<file path="config.mk">
export PLATFORM = sky130hd
export DESIGN_NAME = prim_rec_ctrl
export DESIGN_NICKNAME = d
export VERILOG_FILES = /design/src/rtl/prim_rec_ctrl.sv
export SDC_FILE = /design/constraint.sdc
export NUM_CORES = 1
export LEC_CHECK = 0
export ABC_AREA = 1
export CAP_MARGIN = 0
export CORE_ASPECT_RATIO = 0.9
export CORE_UTILIZATION = 45
export DETAILED_ROUTE_END_ITERATION = 6
export PLACE_DENSITY = 0.88
export SLEW_MARGIN = 20
export SYNTH_ARGS = -nofsm -noshare
export SYNTH_HDL_FRONTEND = slang
export SYNTH_SLANG_ARGS = --single-unit
</file>
<file path="constraint.sdc">
create_clock -name CLK -period 4.9 [get_ports CLK]
set_input_delay 0.98 -clock CLK [delete_from_list [all_inputs] [get_ports CLK]]
set_output_delay 0.98 -clock CLK [all_outputs]
set_load 0.005 [all_outputs]
</file>
<file path="src/rtl/prim_rec_ctrl.sv">
// Primitive-recursion controller: runs child g once, then child h n times,
// feeding each result back as prev, with abort, per-child timeout and progress count.
module prim_rec_ctrl #(
  parameter int unsigned W       = 16,
  parameter int unsigned NARGS   = 1,
  parameter int unsigned CNT_W   = 16,
  parameter int unsigned TIMEOUT = 0
) (
  input  logic                 CLK,
  input  logic                 RST,
  input  logic                 ST,
  input  logic                 ABORT,
  input  logic [NARGS*W-1:0]   ARGS,
  input  logic [CNT_W-1:0]     N,
  output logic                 RD,
  output logic [W-1:0]         RES,
  output logic                 ERR,
  output logic [CNT_W-1:0]     ITER,
  output logic                 G_ST,
  output logic [NARGS*W-1:0]   G_ARGS,
  input  logic                 G_RD,
  input  logic [W-1:0]         G_RES,
  output logic                 H_ST,
  output logic [NARGS*W-1:0]   H_ARGS,
  output logic [CNT_W-1:0]     H_K,
  output logic [W-1:0]         H_PREV,
  input  logic                 H_RD,
  input  logic [W-1:0]         H_RES
);

  localparam int unsigned AW = NARGS * W;
  localparam int unsigned IW = CNT_W + 1;
  localparam int unsigned TW = (TIMEOUT > 0) ? $clog2(TIMEOUT + 1) : 1;

  typedef enum logic [1:0] {S_IDLE, S_G_RUN, S_H_RUN, S_DONE} state_t;

  state_t           state_q, state_d;
  logic             rd_q, rd_d;
  logic [W-1:0]     res_q, res_d;
  logic             err_q, err_d;
  logic [CNT_W-1:0] iter_q, iter_d;
  logic             g_st_q, g_st_d;
  logic             h_st_q, h_st_d;
  logic [AW-1:0]    args_q, args_d;
  logic [CNT_W-1:0] nl_q, nl_d;
  logic [CNT_W-1:0] h_k_q, h_k_d;
  logic [W-1:0]     h_prev_q, h_prev_d;
  logic [TW-1:0]    wait_q, wait_d;
  logic             st_q, g_rd_q, h_rd_q;

  logic             start_c, g_done_c, h_done_c, tmo_c;
  logic [IW-1:0]    iter_inc_c;

  // Rising-edge events; a level held over from an earlier job never fires.
  assign start_c    = ST & ~st_q;
  assign g_done_c   = G_RD & ~g_rd_q;
  assign h_done_c   = H_RD & ~h_rd_q;
  assign tmo_c      = (TIMEOUT != 0) && (wait_q == TW'(TIMEOUT));
  assign iter_inc_c = {1'b0, iter_q} + IW'(1);

  // Next-state and registered-output logic.
  always_comb begin
    state_d  = state_q;
    rd_d     = rd_q;
    res_d    = res_q;
    err_d    = err_q;
    iter_d   = iter_q;
    g_st_d   = 1'b0;
    h_st_d   = 1'b0;
    args_d   = args_q;
    nl_d     = nl_q;
    h_k_d    = h_k_q;
    h_prev_d = h_prev_q;
    wait_d   = wait_q;

    // Wait counter saturates at TIMEOUT; restarted to 1 with every child start.
    if (state_q != S_IDLE && TIMEOUT != 0 && wait_q != TW'(TIMEOUT)) begin
      wait_d = wait_q + TW'(1);
    end

    case (state_q)
      S_IDLE: begin
        if (start_c && !ABORT) begin
          args_d  = ARGS;
          nl_d    = N;
          err_d   = 1'b0;
          iter_d  = '0;
          rd_d    = 1'b0;
          g_st_d  = 1'b1;
          wait_d  = TW'(1);
          state_d = S_G_RUN;
        end
      end
      S_G_RUN: begin
        if (ABORT || (tmo_c && !g_done_c)) begin
          rd_d    = 1'b1;
          err_d   = 1'b1;
          state_d = S_IDLE;
        end else if (g_done_c) begin
          if (nl_q == '0) begin
            res_d   = G_RES;
            rd_d    = 1'b1;
            state_d = S_IDLE;
          end else begin
            h_k_d    = '0;
            h_prev_d = G_RES;
            h_st_d   = 1'b1;
            wait_d   = TW'(1);
            state_d  = S_H_RUN;
          end
        end
      end
      S_H_RUN: begin
        if (ABORT || (tmo_c && !h_done_c)) begin
          rd_d    = 1'b1;
          err_d   = 1'b1;
          state_d = S_IDLE;
        end else if (h_done_c) begin
          iter_d = iter_inc_c[CNT_W-1:0];
          if (iter_inc_c == {1'b0, nl_q}) begin
            res_d   = H_RES;
            rd_d    = 1'b1;
            state_d = S_IDLE;
          end else begin
            h_k_d    = h_k_q + CNT_W'(1);
            h_prev_d = H_RES;
            h_st_d   = 1'b1;
            wait_d   = TW'(1);
          end
        end
      end
      S_DONE: begin
        rd_d    = 1'b1;
        state_d = S_IDLE;
      end
    endcase
  end

  // State and output registers.
  always_ff @(posedge CLK or negedge RST) begin
    if (!RST) begin
      state_q  <= S_IDLE;
      rd_q     <= 1'b1;
      res_q    <= '0;
      err_q    <= 1'b0;
      iter_q   <= '0;
      g_st_q   <= 1'b0;
      h_st_q   <= 1'b0;
      args_q   <= '0;
      nl_q     <= '0;
      h_k_q    <= '0;
      h_prev_q <= '0;
      wait_q   <= '0;
      st_q     <= 1'b0;
      g_rd_q   <= 1'b0;
      h_rd_q   <= 1'b0;
    end else begin
      state_q  <= state_d;
      rd_q     <= rd_d;
      res_q    <= res_d;
      err_q    <= err_d;
      iter_q   <= iter_d;
      g_st_q   <= g_st_d;
      h_st_q   <= h_st_d;
      args_q   <= args_d;
      nl_q     <= nl_d;
      h_k_q    <= h_k_d;
      h_prev_q <= h_prev_d;
      wait_q   <= wait_d;
      st_q     <= ST;
      g_rd_q   <= G_RD;
      h_rd_q   <= H_RD;
    end
  end

  assign RD     = rd_q;
  assign RES    = res_q;
  assign ERR    = err_q;
  assign ITER   = iter_q;
  assign G_ST   = g_st_q;
  assign G_ARGS = args_q;
  assign H_ST   = h_st_q;
  assign H_ARGS = args_q;
  assign H_K    = h_k_q;
  assign H_PREV = h_prev_q;

endmodule

</file>
After elaboration in Yosys (flattened, before gate mapping)
Index checks and enable logic that the tools add are counted.
{ "totals": {"ff_bits": 105, "latch_bits": 0, "mem_bits_rw": 0, "romBits": 0, "input_bits": 70, "out_inout_bits": 100, "word_cells": 107, "mem_count": 0} }
{ "classes": {"add_sub_neg": 2, "n_mul": 0, "div": 0, "order_cmp": 0, "eq_ne": 18, "shift": 0, "n_mux": 52, "bitwise": 6, "reduce_logical": 15} }
{ "op_table": {"columns": ["cell", "count"], "rows": [
  ["$mux W16", 21],
  ["$pmux W16 S2", 4],
  ["$ne A2 B2 Y1 const B", 9],
  ["$add A16 B1 Y17 const B", 1],
  ["$eq A17 B16 Y1", 1],
  ["$add A16 B1 Y16 const B", 1],
  ["$logic_not A16 Y1", 1],
  ["$mux W1", 16],
  ["$mux W2", 7],
  ["$reduce_and A7 Y1", 2],
  ["$ne A3 B3 Y1 const B", 4],
  ["$pmux W2 S4", 1],
  ["$reduce_and A4 Y1", 2],
  ["$reduce_bool A2 Y1", 3],
  ["$reduce_and A5 Y1", 1],
  ["$eq A2 B2 Y1 const B", 2],
  ["$pmux W1 S2", 2],
  ["$pmux W1 S4", 1],
  ["$and A1 B1 Y1", 3],
  ["$not A1 Y1", 3],
  ["$reduce_and A3 Y1", 1],
  ["$eq A2 B1 Y1 const B", 1],
  ["$logic_not A2 Y1", 1],
  ["$ne A2 B1 Y1 const B", 1],
  ["4 further kinds", 4]
]} }

Longest topological paths before layout
Gate-level depths: netlist of the first run.
{ "logic_depth": {"ltp_word": 6, "depth_mapped": 17, "mapped_depth_nobuf": 16} }

Worst setup path before layout of the first run
Ideal clock, no wire load.
{ "synth_timing": {"path_type": "input-to-reg", "from": "in ABORT", "to": "reg iter_q[10], in the netlist ITER[10]", "setup_ps": 138, "arrival_ps": 2089, "required_ps": 4762, "slack_ps": 2672, "stages": 9, "n_path_buf": 1, "path_cell_list": "nor2_1 nand2_1 nand2_1 inv_1 a211oi_1 nand2_1 inv_1 buf_1 o22ai_1"} }
{ "synth_between": {"elab_chain_len": 4, "word_cells_on_any_way": 5, "cone_classes": "2 x eq/ne; 3 x reduce/logical"} }
{ "synth_rtl": {"columns": ["element", "line", "text"], "rows": [
  ["start, declared", "12", "input logic ABORT,"],
  ["$logic_not A1 Y1", "83", "if (start_c && !ABORT) begin"],
  ["$logic_and A1 B1 Y1", "83", null],
  ["$ne A2 B2 Y1 (no source line)", null, null],
  ["$reduce_and A4 Y1 (no source line) (*)", null, null],
  ["end signal, assigned", "162", "iter_q <= iter_d;"],
  ["end, declared", "41", "logic [CNT_W-1:0] iter_q, iter_d;"]
]} }
Mark *: on every way between the ends. The rest lies on a longest branch, timed or not.
A chain may end at the register's enable or synchronous reset.

Worst setup path after layout of the first run
{ "layout_timing": {"from": "reg iter_q[0], in the netlist ITER[0]", "to": "reg h_k_q[3], in the netlist H_K[3]"} }
{ "layout_between": {"elab_chain_len": 4} }
{ "layout_rtl": {"columns": ["element", "line", "text"], "rows": [
  ["$add A16 B1 Y17", "59", "assign iter_inc_c = {1'b0, iter_q} + IW'(1);"],
  ["$eq A17 B16 Y1", "120", "if (iter_inc_c == {1'b0, nl_q}) begin"],
  ["$ne A2 B2 Y1 (no source line)", null, null],
  ["$reduce_and A7 Y1 (no source line)", null, null],
  ["end signal, assigned", "167", "h_k_q <= h_k_d;"],
  ["end, declared", "46", "logic [CNT_W-1:0] h_k_q, h_k_d;"]
]} }
Every way passes these cells.

==> results of run 1 <==
## synth_stat cells
cell type,instances,share of area (%)
nand2_4,2,0.40
dfrtp_1,104,46
nand2_2,2,0.22
xnor2_1,2,0.31
buf_1,3,0.20
o21ai_1,10,0.89
a21oi_1,2,0.18
inv_1,68,4.5
clkinv_1,2,0.13
nand3b_1,4,0.53
nand4_1,16,1.8
buf_4,18,2.4
a21boi_0,1,0.13
o21ai_0,31,2.8
dfstp_2,1,0.47
xnor3_1,1,0.40
nand3_2,2,0.36
nor3_1,8,0.71
nand2_1,319,21
xor2_1,5,0.78
buf_2,4,0.36
nor2_1,40,2.7
a32o_1,1,0.18
buf_6,3,0.60
nand2b_1,1,0.11
clkbuf_1,10,0.67
nor2_4,5,1.0
nor4_1,6,0.67
nor2_2,4,0.45
a211oi_1,1,0.13
nor3_2,1,0.18
o22ai_1,15,1.7
ha_1,5,1.1
nand3_1,60,5.3
## where the power goes
| group | switching (W) | internal [W] | total (W) |
|---|---|---|---|
| sequential | 0.000177 | 0.00115 | 0.00133 |
| clock | 0.000335 | 0.000453 | 0.000787 |
| combinational | 0.000993 | 0.000814 | 0.00181 |
## layer usage
metal | up-vias | global-route usage [%]
met2 | 214 | 39.1
met1 | 2491 | 31.6
li1 | 2695 | -
met3 | 28 | 3.69
met5 | - | 0
met4 | 0 | 10.4
## kinds of logic (layout without fill, tap and decap cells)
| logic type | count (synthesis) | in the layout |
|---|---|---|
| XOR/XNOR | 8 | 8 |
| AND/OR/NAND/NOR | 470 | 470 |
| flip-flops | 105 | 105 |
| adder cells (fa/ha/maj) | 5 | 5 |
| buffers and inverters | 108 | 260 |
| AO/OA/AOI/OAI | 61 | 61 |
## cells in the final DEF, fill, tap and decap left out, drive strengths merged
master	Yosys	routed
o22ai	15	15
a211oi	1	1
o21ai	41	41
nand2	323	323
clkinvlp	0	2
clkbuf	10	9
clkinv	2	3
xor2	5	5
bufinv	0	2
buf	28	6
nand3b	4	4
clkdlybuf4s50	0	168
a21boi	1	1
xnor3	1	1
dfrtp	104	104
xnor2	2	2
nand3	62	62
dfstp	1	1
nand4	16	16
nand2b	1	1
nor2	49	49
inv	68	70
nor4	6	6
nor3	9	9
a32o	1	1
ha	5	5
a21oi	2	2
## flip-flops by register name, summed over array words and instances, names as in the netlist
| register | count |
|---|---|
| RD | 1 |
| state_q | 2 |
| g_rd_q | 1 |
| ITER | 16 |
| st_q | 1 |
| G_ARGS | 16 |
| H_K | 16 |
| H_PREV | 16 |
| nl_q | 16 |
| h_rd_q | 1 |
| ERR | 1 |
| G_ST | 1 |
| RES | 16 |
| H_ST | 1 |
## worst paths after layout
path                                      from  slack [ps]  cells after the start                   to
min in group asynchronous                  RST         650                      1  H_K[12]$_DFFE_PN0P_
min reg2reg                     RD$_DFFE_PN1P_         460                      2       RD$_DFFE_PN1P_
max                        ITER[0]$_DFFE_PN0P_        1890                     14   H_K[3]$_DFFE_PN0P_
max in group asynchronous                  RST        3350                      2       RD$_DFFE_PN1P_
max reg2reg                ITER[0]$_DFFE_PN0P_        1890                     14   H_K[3]$_DFFE_PN0P_
min                             RD$_DFFE_PN1P_         460                      2       RD$_DFFE_PN1P_
## through the flow
step / power, W / setup WS [ps] / utilization (%)
2_1_floorplan: 0.00239 / 2670 / -
3_3_place_gp: 0.00309 / 1710 / 60.3
3_5_place_dp: 0.00315 / 1660 / 60.3
4_1_cts: 0.00395 / 1890 / 63.0
5_1_grt: 0.00421 / 1510 / 63.0
6_report: 0.00392 / 1890 / 63.0
## critical path: stages, from the launching register on
cell and delay (ps):
dfrtp_1 490, ha_1 260, nand2_1 140, nor2_4 200, nand2_1 110, nand2_1 90, nand2_1 80, nand2_1 100
nand4_1 90, nor2_1 110, nand2_1 80, nor2_1 120, nand3_2 110, nand2_1 690, o21ai_0 170
## final cells by class
type,count,area [sq um],area share [%]
Tap cell,160,200,2.62
Inverter,70,263,3.44
Sequential cell,105,2630,34.4
Timing Repair Buffer,174,1730,22.6
Multi-Input combinational cell,544,2490,32.6
Clock inverter,7,101,1.33
Clock buffer,9,225,2.95
==> results.yml, run 1 <==
run_status:
  status: "finished clean"
power_and_ir_drop:
  peakVddDrop_mv: 0.312
  pwr_density_cell_nw_per_um2: 513
  p_leak_nw: 3.48
min_path:
  hold_path.class: "flop to flop"
clock_network:
  clock_latency_ps: 350
  path_clk_slew_ps: 70
  cts_buffer_depth: 2
  cts_tree: "yes"
  post_cts_buffers: 0
  cts_resized: 0
  htreeDepth: 3
  cts_buffers: 9
  cts_hold_buf: 0
  cts_sinks: 105
  root_buffer: "clkbuf_16"
yosys:
  synthAdderAreaFrac_pct: 1.11
  synth_top_family_by_area: "simple AND/OR/NAND/NOR gates"
  synthDistinctLibCells: 34
  yosysWarningCount: 0
  synth-simple-area-share_pct: 35.7
  muxShareOfSynthArea_pct: 0
  ys_seq_elements: 105
  seq_area_frac_synth_pct: 46.8
  synth-xor-area-share_pct: 1.49
  synth.net_count: 832
  syn_inst: 757
  synthesis.area_sq_um: 5620
  avgSynthCellArea_sq_um: 7.42
  synth_compound_area_share_pct: 5.95
placed_design:
  portBuffers: 169
  place.gp.congestion: 0.934
  dp_hpwl_mm: 10.9
  dp_cells: 1053
  placed_cell_area_sq_um: 7310
finish:
  nNetsFinal: 979
  syn_to_final_growth_pct: 36.0
  final-instance-count-excl-fill: 1069
  drive_gt1_share_pct: 4.40
  antenna_cells: 0
  final_design_area_no_fill_sq_um: 7640
  final.fill_count: 1059
detailed_routing:
  drtAntennaViolNets: 0
  vias: 5428
  wl_per_cell_um: 14.0
  wirelength_mm: 15.0
  routed-wl-met3_um: 946
  drt_first_pass_iters: 5
  routed_via_density: 5.08
  wl_met1_mm: 6.55
  remaining_drc_errors: 0
  met2_length_mm: 7.07
  top_layer: "met4"
  drt-initial-drc-count: 424
floorplanning:
  die_area_sq_um: 12900
  die_y_um: 108
  design.core.area_sq_um: 12100
  rows: 38
  initial_core_util_pct: 46.3
  die_w_um: 120
  pin_count: 170
global_routing:
  antenna_found_initial: 0
  grt_pass1_wl_mm: 24.5
  track_usage_pct: 23.9
  grt-ovfl-total: 0
  grt_pass1_vias: 5078
  grt_max_degree: 82
critical_path:
  critPathLaunchType: "flop"
  crit_type: "flop to flop"
  cp.required_ps: 5090
  critPathMaxFanout: 30
  worstPathArrival_ps: 3210
  cp-end-kind: "flop"
sta:
  final.min_clock_period_ps: 3010
  maxSlewViolCount: 0
  holdWs_ps: 464
  finalCritPeriodShare_pct: 61.5
  fmaxAchievable_ghz: 0.332
  slew_headroom_pct: 39.3
  setup_violations: 0
  grt_setup_unrepaired: "no"
  clock_skew_ps: 6.55
  hold_violations: 0
  tns_ps: 0
  tightest_slew_ps: 908
run:
  cap_violations: 0
Note: power is estimated with default switching activity, not from simulation.
==> run 2: changes to the inputs <==
==> constraint.sdc (replaced) <==
create_clock -name CLK -period 3.1 [get_ports CLK]
set_input_delay 0.62 -clock CLK [delete_from_list [all_inputs] [get_ports CLK]]
set_output_delay 0.62 -clock CLK [all_outputs]
set_load 0.005 [all_outputs]
==> results.yml, run 2 (same netlist as run 1, synthesis figures left out) <==
critical_path:
  reg2reg_slack_ps: 350
  worstPathArrival_ps: 2970
  reg2reg_depth: 17
  critPathLaunchType: "flop"
  crit_type: "flop to flop"
  r2r-end: "H_K[13]$_DFFE_PN0P_"
  cp-end-kind: "flop"
  critPathMaxFanout: 32
  cp.required_ps: 3320
  r2r_start: "ITER[0]$_DFFE_PN0P_"
finish:
  layout.cells.most_common: "nand2_1"
  final.fill_count: 1040
  antenna_cells: 0
  multi_input_area_sq_um: 2490
  final_design_area_no_fill_sq_um: 7620
  syn_to_final_growth_pct: 35.6
  drive_gt1_share_pct: 4.49
  nNetsFinal: 983
  final_cell_mix: "319 x nand2_1, 168 x clkdlybuf4s50_1, 104 x dfrtp_1"
  final_core_util_pct: 62.8
  ff_latch_area_sq_um: 2630
sta:
  fmaxAchievable_ghz: 0.364
  grt_setup_unrepaired: "no"
  hold_violations: 0
  tns_ps: 0
  holdWs_ps: 331
  maxSlewViolCount: 0
  tightest_slew_ps: 729
  setup_violations: 0
  final.min_clock_period_ps: 2750
  slew_headroom_pct: 51.4
  finalCritPeriodShare_pct: 88.7
  clock_skew_ps: 8.23
floorplanning:
  die_y_um: 108
  die_area_sq_um: 12900
  die_w_um: 120
  initial_core_util_pct: 46.3
  pin_count: 170
  design.core.area_sq_um: 12100
  rows: 38
clock_network:
  cts_buffer_depth: 2
  cts_resized: 0
  clock_latency_ps: 340
  path_clk_slew_ps: 70
  cts_tree: "yes"
  cts_buffers: 9
  post_cts_buffers: 0
  htreeDepth: 3
  root_buffer: "clkbuf_16"
  cts_hold_buf: 0
  cts_sinks: 105
global_routing:
  grt_max_degree: 56
  grt_pass1_wl_mm: 24.9
  grt-ovfl-total: 0
  grt_pass1_vias: 5127
  antenna_found_initial: 0
  track_usage_pct: 24.3
power_and_ir_drop:
  peakVddDrop_mv: 0.520
  power.total_w: 0.00610
  p_leak_nw: 3.48
  pwr_density_cell_nw_per_um2: 801
detailed_routing:
  wirelength_mm: 15.2
  drtAntennaViolNets: 0
  wl_per_cell_um: 14.2
  drt_first_pass_iters: 5
  vias: 5432
  routed_via_density: 5.06
  drt-initial-drc-count: 460
  remaining_drc_errors: 0
min_path:
  hold_path.class: "primary input to async pin"
run:
  cap_violations: 0
placed_design:
  place.gp.congestion: 0.905
  placed_cell_area_sq_um: 7340
  portBuffers: 169
  dp_hpwl_mm: 11.3
run_status:
  status: "finished clean"
-- run 2: cell type report --
cell class / instances / share of cell area [%]
multi-input cells: 544 / 32.7
clock inverters: 2 / 0.164
well taps: 160 / 2.63
clock buffers: 14 / 3.47
flip-flops and latches: 105 / 34.5
inverters: 70 / 3.45
repair buffers: 178 / 23.1
-- run 2: critical path, cell delays in order (launching register included) --
cell     delay [ps]
dfrtp_1         500
ha_1            270
nand2_1         140
nor2_4          210
nand2_1         100
nand2_1          80
nand2_1          70
nand2_1         100
nand2_1          50
nor2_1          100
nand2_1          80
nor2_1          170
nand3_2         180
nor2_2          130
nor2_2           40
buf_4           230
nand2_1          90
o21ai_1          60
-- run 2: how the worst max path moves through the flow --
stage,start,endpoint,cells past startpoint
detailed placement,ABORT,ITER[12]$_DFFE_PN0P_,9
global placement,ITER[0]$_DFFE_PN0P_,H_K[14]$_DFFE_PN0P_,17
CTS,ITER[0]$_DFFE_PN0P_,H_K[5]$_DFFE_PN0P_,17
floorplan,ITER[0]$_DFFE_PN0P_,H_PREV[10]$_DFFE_PN0P_,17
global route,ITER[0]$_DFFE_PN0P_,H_K[14]$_DFFE_PN0P_,17
finish,ITER[0]$_DFFE_PN0P_,H_K[13]$_DFFE_PN0P_,17
-- run 2: per-stage QoR --
step	cells	setup WS [ps]
after CTS	1073	419
after global placement	1057	531
after detailed placement	1057	439
after floorplan	757	1000
final	1073	351
after global routing	1073	78.3
-- run 2: report_power, final --
group	internal (W)	total, W	switching [W]
Combinational	0.00132	0.00292	0.00161
Sequential	0.00182	0.00210	0.000276
Clock	0.000589	0.00108	0.000489
-- run 2: metal layers --
layer	share of wire, %	GRT usage, %	vias to the layer above	wire length (um)
met4	1.8	8.66	0	275
met1	43	31.7	2504	6560
li1	-	-	2693	-
met3	6.4	4.69	25	979
met5	0	0	-	0
met2	49	40.7	210	7420
==> run 3: changes to the inputs <==
--- a/config.mk
+++ b/config.mk
@@ -7,7 +7,7 @@
 export LEC_CHECK = 0
 export ABC_AREA = 1
 export CAP_MARGIN = 0
-export CORE_ASPECT_RATIO = 0.9
+export CORE_ASPECT_RATIO = 0.7
 export CORE_UTILIZATION = 45
 export DETAILED_ROUTE_END_ITERATION = 6
 export PLACE_DENSITY = 0.88
==> results.yml, run 3 (same netlist as run 1, synthesis figures left out) <==
global_routing:
  track_usage_pct: 25.1
  grt-ovfl-total: 0
  grt_pass1_wl_mm: 25.2
  grt_pass1_vias: 5141
  antenna_found_initial: 0
  grt_max_degree: 49
placed_design:
  portBuffers: 169
  place.gp.congestion: 0.960
  placed_cell_area_sq_um: 7340
  dp_hpwl_mm: 11.6
clock_network:
  post_cts_buffers: 0
  cts_tree: "yes"
  cts_buffers: 9
  cts_sinks: 105
  clock_latency_ps: 350
  htreeDepth: 3
  cts_buffer_depth: 2
  path_clk_slew_ps: 70
  cts_resized: 0
  cts_hold_buf: 0
  root_buffer: "clkbuf_16"
sta:
  slew_headroom_pct: 59.5
  setup_violations: 0
  final.min_clock_period_ps: 2710
  fmaxAchievable_ghz: 0.369
  finalCritPeriodShare_pct: 87.5
  clock_skew_ps: 7.51
  grt_setup_unrepaired: "no"
  tightest_slew_ps: 607
  maxSlewViolCount: 0
  hold_violations: 0
  tns_ps: 0
critical_path:
  reg2reg_slack_ps: 390
  cp_common_cell: "nand2_1"
  slowest_delay_ps: 460
  cp.required_ps: 3340
  worstPathArrival_ps: 2950
  path_cells: "ha_1 -> nand2_1 -> nor2_4 -> nand3_1 -> nand2_1 -> nand3_1 -> nand2_1 -> nand3_1 -> nor3_2 -> nand3_2 -> nand2_4 -> nand2_4 -> nand2_1 -> nand2_1"
  critPathMaxFanout: 17
  cp-end-kind: "flop"
  crit_slowest_cell: "dfrtp_1"
  crit_type: "flop to flop"
  critPathLaunchType: "flop"
power_and_ir_drop:
  peakVddDrop_mv: 0.530
  power.total_w: 0.00627
  p_leak_nw: 3.50
  pwr_density_cell_nw_per_um2: 819
finish:
  ff_latch_area_sq_um: 2630
  final_cell_mix: "319 x nand2_1, 168 x clkdlybuf4s50_1, 104 x dfrtp_1"
  layout.cells.most_common: "nand2_1"
  drive_gt1_share_pct: 4.71
  syn_to_final_growth_pct: 36.2
  final.fill_count: 1010
  final_design_area_no_fill_sq_um: 7650
  antenna_cells: 0
  final_core_util_pct: 64.1
  nNetsFinal: 982
  multi_input_area_sq_um: 2490
detailed_routing:
  vias: 5509
  routed_via_density: 5.15
  drt_first_pass_iters: 5
  wirelength_mm: 15.6
  drtAntennaViolNets: 0
  drt-initial-drc-count: 374
  wl_per_cell_um: 14.6
  remaining_drc_errors: 0
floorplanning:
  die_y_um: 95.5
  design.core.area_sq_um: 11900
  die_area_sq_um: 12900
  pin_count: 170
  initial_core_util_pct: 47.1
  rows: 33
  die_w_um: 136
run:
  cap_violations: 0
min_path:
  hold_path.class: "primary input to async pin"
run_status:
  status: "finished clean"
-- run 3: critical path, delay by kind of cell (launching register included) --
family / cells / cell delay [ps]
adders and majority gates: 1 / 260
and+or+nand+nor: 13 / 1890
DFF: 1 / 460
-- run 3: metrics by stage --
| step | hold WS [ps] | instances | setup slack, ps |
|---|---|---|---|
| after floorplan | 324 | 757 | 1000 |
| after global placement | 448 | 1053 | 549 |
| after detailed placement | 457 | 1053 | 327 |
| after CTS | 212 | 1069 | 477 |
| after global routing | 229 | 1069 | 170 |
| final | 205 | 1069 | 388 |
-- run 3: worst paths after layout --
check / from / end / cells past startpoint
max: ITER[1]$_DFFE_PN0P_ / RES[7]$_DFFE_PN0P_ / 14
min: RST / ITER[8]$_DFFE_PN0P_ / 1
max reg2reg: ITER[1]$_DFFE_PN0P_ / RES[7]$_DFFE_PN0P_ / 14
min reg2reg: RES[2]$_DFFE_PN0P_ / RES[2]$_DFFE_PN0P_ / 2
max in group asynchronous: RST / H_K[4]$_DFFE_PN0P_ / 2
min in group CLK: RES[2]$_DFFE_PN0P_ / RES[2]$_DFFE_PN0P_ / 2
-- run 3: area by class of cell --
type	count	area share (%)
timing repair buffer	177	23.0
tap	157	2.57
clock inverter	7	1.14
multi-input combinational	544	32.5
clock buffer	9	2.94
sequential	105	34.3
inverter	70	3.43
-- run 3: power breakdown --
part	total [W]	internal [W]	switching [W]
Sequential	0.00212	0.00182	0.000301
Clock	0.00119	0.000644	0.000551
Combinational	0.00295	0.00132	0.00163
-- run 3: layer usage --
layer	up-vias	global-route usage, %	part of all wire, %
li1	2699	-	-
met1	2519	35.6	47
met2	268	37.2	43
met3	23	6.43	8.2
met4	0	8.43	1.8
met5	-	0	0
==> patch 1 (config.mk and constraints of run 2) <==
Add an input register stage for `G_RES`; this delays it by one clock. The other inputs are not delayed to match.
--- a/src/rtl/prim_rec_ctrl.sv
+++ b/src/rtl/prim_rec_ctrl.sv
@@ -33,6 +33,12 @@
   localparam int unsigned TW = (TIMEOUT > 0) ? $clog2(TIMEOUT + 1) : 1;
 
   typedef enum logic [1:0] {S_IDLE, S_G_RUN, S_H_RUN, S_DONE} state_t;
+
+  logic [W-1:0] G_RES_q;
+
+  always_ff @(posedge CLK) begin
+    G_RES_q <= G_RES;
+  end
 
   state_t           state_q, state_d;
   logic             rd_q, rd_d;
@@ -98,12 +104,12 @@
           state_d = S_IDLE;
         end else if (g_done_c) begin
           if (nl_q == '0) begin
-            res_d   = G_RES;
+            res_d   = G_RES_q;
             rd_d    = 1'b1;
             state_d = S_IDLE;
           end else begin
             h_k_d    = '0;
-            h_prev_d = G_RES;
+            h_prev_d = G_RES_q;
             h_st_d   = 1'b1;
             wait_d   = TW'(1);
             state_d  = S_H_RUN;
Function: changed (Yosys sat finds a counterexample within 4 cycles, from zero or initial values and one cycle with RST low).
==> patch 1 against run 2 <==
Combinational power up 3%. Synthesized area up 7.4%. Critical path type unchanged. Sequential share of layout area up 1.0 points. Design area up 9.0%. Via count up 2.7%. Routed wire length up 7.5%. Largest cell class unchanged. Die area up 7.3%. Sequential cell count up 16. Power up 18%. Clock skew up 0.0036 ns. Setup slack better by 0.079 ns. Hold slack worse by 0.28 ns. Synthesized cell count up 2.0%.
==> patch 1: results (changes against run 2) <==
- GPL Wtd Cong: 0.9134 (+0.92%)
- Mux share of post-synthesis cell area: 0% (unchanged)
- Total CTS buffers: 17 (+8)
- First-pass GRT wire length: 26520 µm (+6.7%)
- Async SR Flop Fraction: 86.78% (-13 points)
- DR iter-0 viols: 400 (-13%)
- HPWL after DPL: 11760 µm (+4.0%)
- # resized after CTS: 0 (unchanged)
- WHS: 0.04628 ns (-0.2845 ns)
- XOR/XNOR Fraction of Synth Area: 1.908% (+0.42 points)
- Final wirelength: 16380 µm (+7.5%)
- Initial antenna violation count: 0 (unchanged)
- Port bufs: 169 (unchanged)
- Setup repair bufs after CTS: 0 (unchanged)
- Dpl ws: 0.4227 ns (-0.01651 ns)
- Leading post-synthesis cells by cell area: dfrtp_1 43%, nand2_1 19%, nand3_1 6.4%, dfxtp_1 5.3%, inv_1 3.4%
- Drt pass-1 iters: 5 (unchanged)
- Fillers: 1079 (+3.8%)
- Reg clk slew, reported paths: 0.06 ns
- Syn. warnings: 0 (unchanged)
- Adder-Cell Fraction of Synth Area: 1.037% (-0.077 points)
- Dpl cell area: 7750 µm² (+5.6%)
- Critical path's top delay family: simple AND/OR/NAND/NOR gates
- GRT Resource Usage Total: 25.00% (+0.66 points)
- Crit path max-delay cell type: dfrtp_1
- Nets: 1003 (+2.0%)
- Vias in the first global route: 5496 (+7.2%)
- Rel. slew slack: 57.16% (+5.8 points)
- Status: complete, no violations
- Max IR drop VDD: 0.5106 mV (-1.9%)
- Post-synthesis compound-gate area fraction: 5.952% (about the same)
- Fin crit period: 2.670 ns (-0.07874 ns)
- Top FF cell, synth: dfrtp_1
- Mapped Nets: 847 (+1.8%)
- Clk Latency, worst-skew pair: 0.43 ns (+0.09 ns)
- H-tree Lvls: 4 (+1)
- RR Startpoint: ITER[0]
- Pin count of the biggest net entering global routing: 50 (-11%)
- Critical Path Fanout Max: 26 (-19%)
- Leakage: 0.003785 µW (+8.7%)
- Longest Clk Path Bufs: 2 (unchanged)
- Share of cells above drive strength 1: 7.864% (+3.4 points)
- Reg2reg end: H_K[10]
- FF-to-FF path depth: 14 (-3)
- Clk root buf: clkbuf_16
- Peak per-stage delay on the critical path: 0.45 ns (-0.05 ns)
- Vias per cell: 5.049 (-0.27%)
- Fin cells: 1105 (+3.0%)
- Clock skew: 0.01180 ns (+0.003566 ns)
- Unique masters post-synth: 43 (+26%)
- Tightest Hold Check Type: primary input to asynchronous set/reset pin
- FF-to-FF setup slack: 0.43 ns (+0.08 ns)
- Commonest cells in the netlist: 299 x nand2_1, 104 x dfrtp_1, 77 x nand3_1, 55 x inv_1, 37 x nor2_1
- Average size of a mapped cell: 7.815 µm² (+5.3%)
- # diodes: 0 (unchanged)
- Post-synthesis sequential area ratio: 48.88% (+2.1 points)
- Arrival @ worst endpoint: 3.01 ns (+0.04 ns)
## patch 1: cell count changes after synthesis, sizes merged, moves of 3 or more
cell	before	now
dfxtp	0	16
nor3	9	4
nand3	62	79
clkbuf	10	17
buf	28	25
or2	0	6
nand2	323	312
a21oi	2	6
inv	68	56
## patch 1: layout make-up
| cell class | instances | area, µm² | area share (%) |
|---|---|---|---|
| Inverter | 57 | 214.0 | 2.578 |
| Sequential cell | 121 | 2949 | 35.53 |
| Timing Repair Buffer | 179 | 1777 | 21.41 |
| Multi-Input combinational cell | 552 | 2605 | 31.39 |
| Clock buffer | 20 | 446.7 | 5.382 |
| Clock inverter | 12 | 102.6 | 1.236 |
| Tap cell | 164 | 205.2 | 2.472 |
## patch 1: where the power goes
part           leakage (µW)  internal [µW]  switching [µW]
registers           0.00149           2060             335
clock network      0.000273           1110             713
logic               0.00203           1400            1610
## patch 1: metal layers
metal  vias up  GRT usage (%)  part of all wire, %
met4         0          12.14                  2.9
met1      2582          31.56                   44
met2       175          39.23                   47
li1       2779              -                    -
met5         -              0                    0
met3        43          6.814                  5.8
## patch 1: through the flow
step / utilization, % / power (µW)
2_1_floorplan: - / 4139
5_1_grt: 64.42 / 7699
3_3_place_gp: 60.16 / 5294
3_5_place_dp: 60.16 / 5390
6_report: 64.42 / 7220
4_1_cts: 64.42 / 7263
## patch 1: worst max path at each step
stage,from,endpoint,cells after the start
global route,ITER[0],H_K[11],14
detailed placement,ABORT,ITER[8],9
finish,ITER[0],H_K[10],14
global placement,ABORT,ITER[8],9
CTS,ITER[0],H_K[10],16
floorplan,ITER[0],H_K[10],16
## patch 1: kinds of logic after synthesis
logic type | Yosys count
buffers and inverters | 99
AOI/OAI and AO/OA | 65
DFF | 121
adders and majority gates | 5
xor gates and xnor gates | 10
and+or+nand+nor | 472
==> patch 2 (config.mk and constraints of run 2) <==
Without the edit above. `W`: 16 -> 32.
--- a/src/rtl/prim_rec_ctrl.sv
+++ b/src/rtl/prim_rec_ctrl.sv
@@ -1,7 +1,7 @@
 // Primitive-recursion controller: runs child g once, then child h n times,
 // feeding each result back as prev, with abort, per-child timeout and progress count.
 module prim_rec_ctrl #(
-  parameter int unsigned W       = 16,
+  parameter int unsigned W       = 32,
   parameter int unsigned NARGS   = 1,
   parameter int unsigned CNT_W   = 16,
   parameter int unsigned TIMEOUT = 0
Ports: changed (7 resized); port bits go from 170 to 282. The function was not compared with the original's and may differ.
==> patch 2 against run 2 <==
Non-clock buffer count grew 115. Design area is 45% higher. Routed wire length increased by 41%. Sequential power grew 56%. Power rose by 69%. Synthesized area is 38% higher. Sequential share of layout area increased by 0.079 points. Setup slack better by 0.033 ns. Cell count up 34%. Hold slack got worse by 0.073 ns. Combinational power is 75% higher. Sequential cell count up 48. Largest cell class unchanged.
==> patch 2: results (changes against run 2) <==
- DR iter-0 viols: 378 (-18%)
- Mapped Nets: 1099 (+32%)
- Nets: 1341 (+36%)
- Total CTS buffers: 17 (+8)
- Leading post-synthesis cells by cell area: dfrtp_1 49%, nand2_1 18%, inv_1 4.4%, nand3_1 3.4%, buf_4 3.2%
- GPL Wtd Cong: 0.9125 (+0.82%)
- Clock power share: 18.8% (+1.1 points)
- Vias per cell: 5.065 (about the same)
- Drt pass-1 iters: 7 (+2)
- H-tree Lvls: 4 (+1)
- Critical Path End: RES[27]
- Adder-Cell Fraction of Synth Area: 0.8061% (-0.31 points)
- Dpl cell area: 10510 µm² (+43%)
- Arrival @ worst endpoint: 3.04 ns (+0.07 ns)
- Peak per-stage delay on the critical path: 0.52 ns (+0.02 ns)
- Post-synthesis sequential area ratio: 49.35% (+2.6 points)
- GRT Resource Usage Total: 24.67% (+0.32 points)
- Rel. slew slack: 51.26% (-0.13 points)
- Final wirelength: 21430 µm (+41%)
- WL per Instance: 14.86 µm (+4.7%)
- Leakage: 0.005032 µW (+45%)
- Initial antenna violation count: 0 (unchanged)
- Placed cell count: 1410 (+33%)
- Vias in the first global route: 6977 (+36%)
- Crit path max-delay cell type: buf_4
- HPWL after DPL: 15620 µm (+38%)
- Switching part of the total: 37.02% (-1.9 points)
- Clock skew: 0.01526 ns (+0.007034 ns)
- Critical Path Fanout Max: 64 (+100%)
- Cells after Synth: 976 (+29%)
- Fin crit period: 2.716 ns (-0.03304 ns)
- Dpl ws: 0.3498 ns (-0.08941 ns)
- Clk Latency, worst-skew pair: 0.42 ns (+0.08 ns)
- XOR/XNOR Fraction of Synth Area: 1.644% (+0.15 points)
- Pin count of the biggest net entering global routing: 76 (+36%)
- FF-to-FF path depth: 16 (-1)
- # diodes: 0 (unchanged)
- Share of cells above drive strength 1: 5.524% (+1.0 points)
- Fillers: 1384 (+33%)
- FF-to-FF setup slack: 0.38 ns (+0.03 ns)
- Post-synthesis compound-gate area fraction: 9.463% (+3.5 points)
- First-pass GRT wire length: 34490 µm (+39%)
- Seq power: 3280 µW (+56%)
- CP Launch Point: ITER[1]
- Switching power: 3825 µW (+61%)
- Area Growth Syn to Fin: 42.64%
- Status: complete, no violations
- Max IR drop VDD: 0.6793 mV (+31%)
- Unique masters post-synth: 37 (+8.8%)
- Mux share of post-synthesis cell area: 0% (unchanged)
- Commonest cells in the netlist: 382 x nand2_1, 152 x dfrtp_1, 92 x inv_1, 52 x nand3_1, 45 x o21ai_1
- Port bufs: 281 (+66%)
- Reg clk slew, reported paths: 0.06 ns
-- patch 2: how the worst min path moves through the flow --
| stage | start | to | slack [ns] | depth (start not counted) |
|---|---|---|---|---|
| final | RST | H_PREV[29] | 0.26 | 1 |
| after global routing | RST | H_PREV[29] | 0.29 | 1 |
| after CTS | RST | RES[24] | 0.27 | 1 |
| after detailed placement | RD | RD | 0.46 | 2 |
| after global placement | RD | RD | 0.45 | 2 |
| after floorplan | RST | ERR | 0.32 | 0 |
-- patch 2: final cells by class --
class                           instances  area share (%)
Timing Repair Buffer                  293           26.68
Sequential cell                       153           34.60
Clock buffer                           20           4.125
Multi-Input combinational cell        659           28.11
Inverter                               94           3.187
Clock inverter                         12          0.9155
Tap cell                              211           2.385
-- patch 2: layer usage --
metal  wire length [µm]  global-route usage (%)
met3               1416                   6.153
met1               9274                   31.84
met4                466                   8.920
met2              10280                   40.35
met5                  0                       0
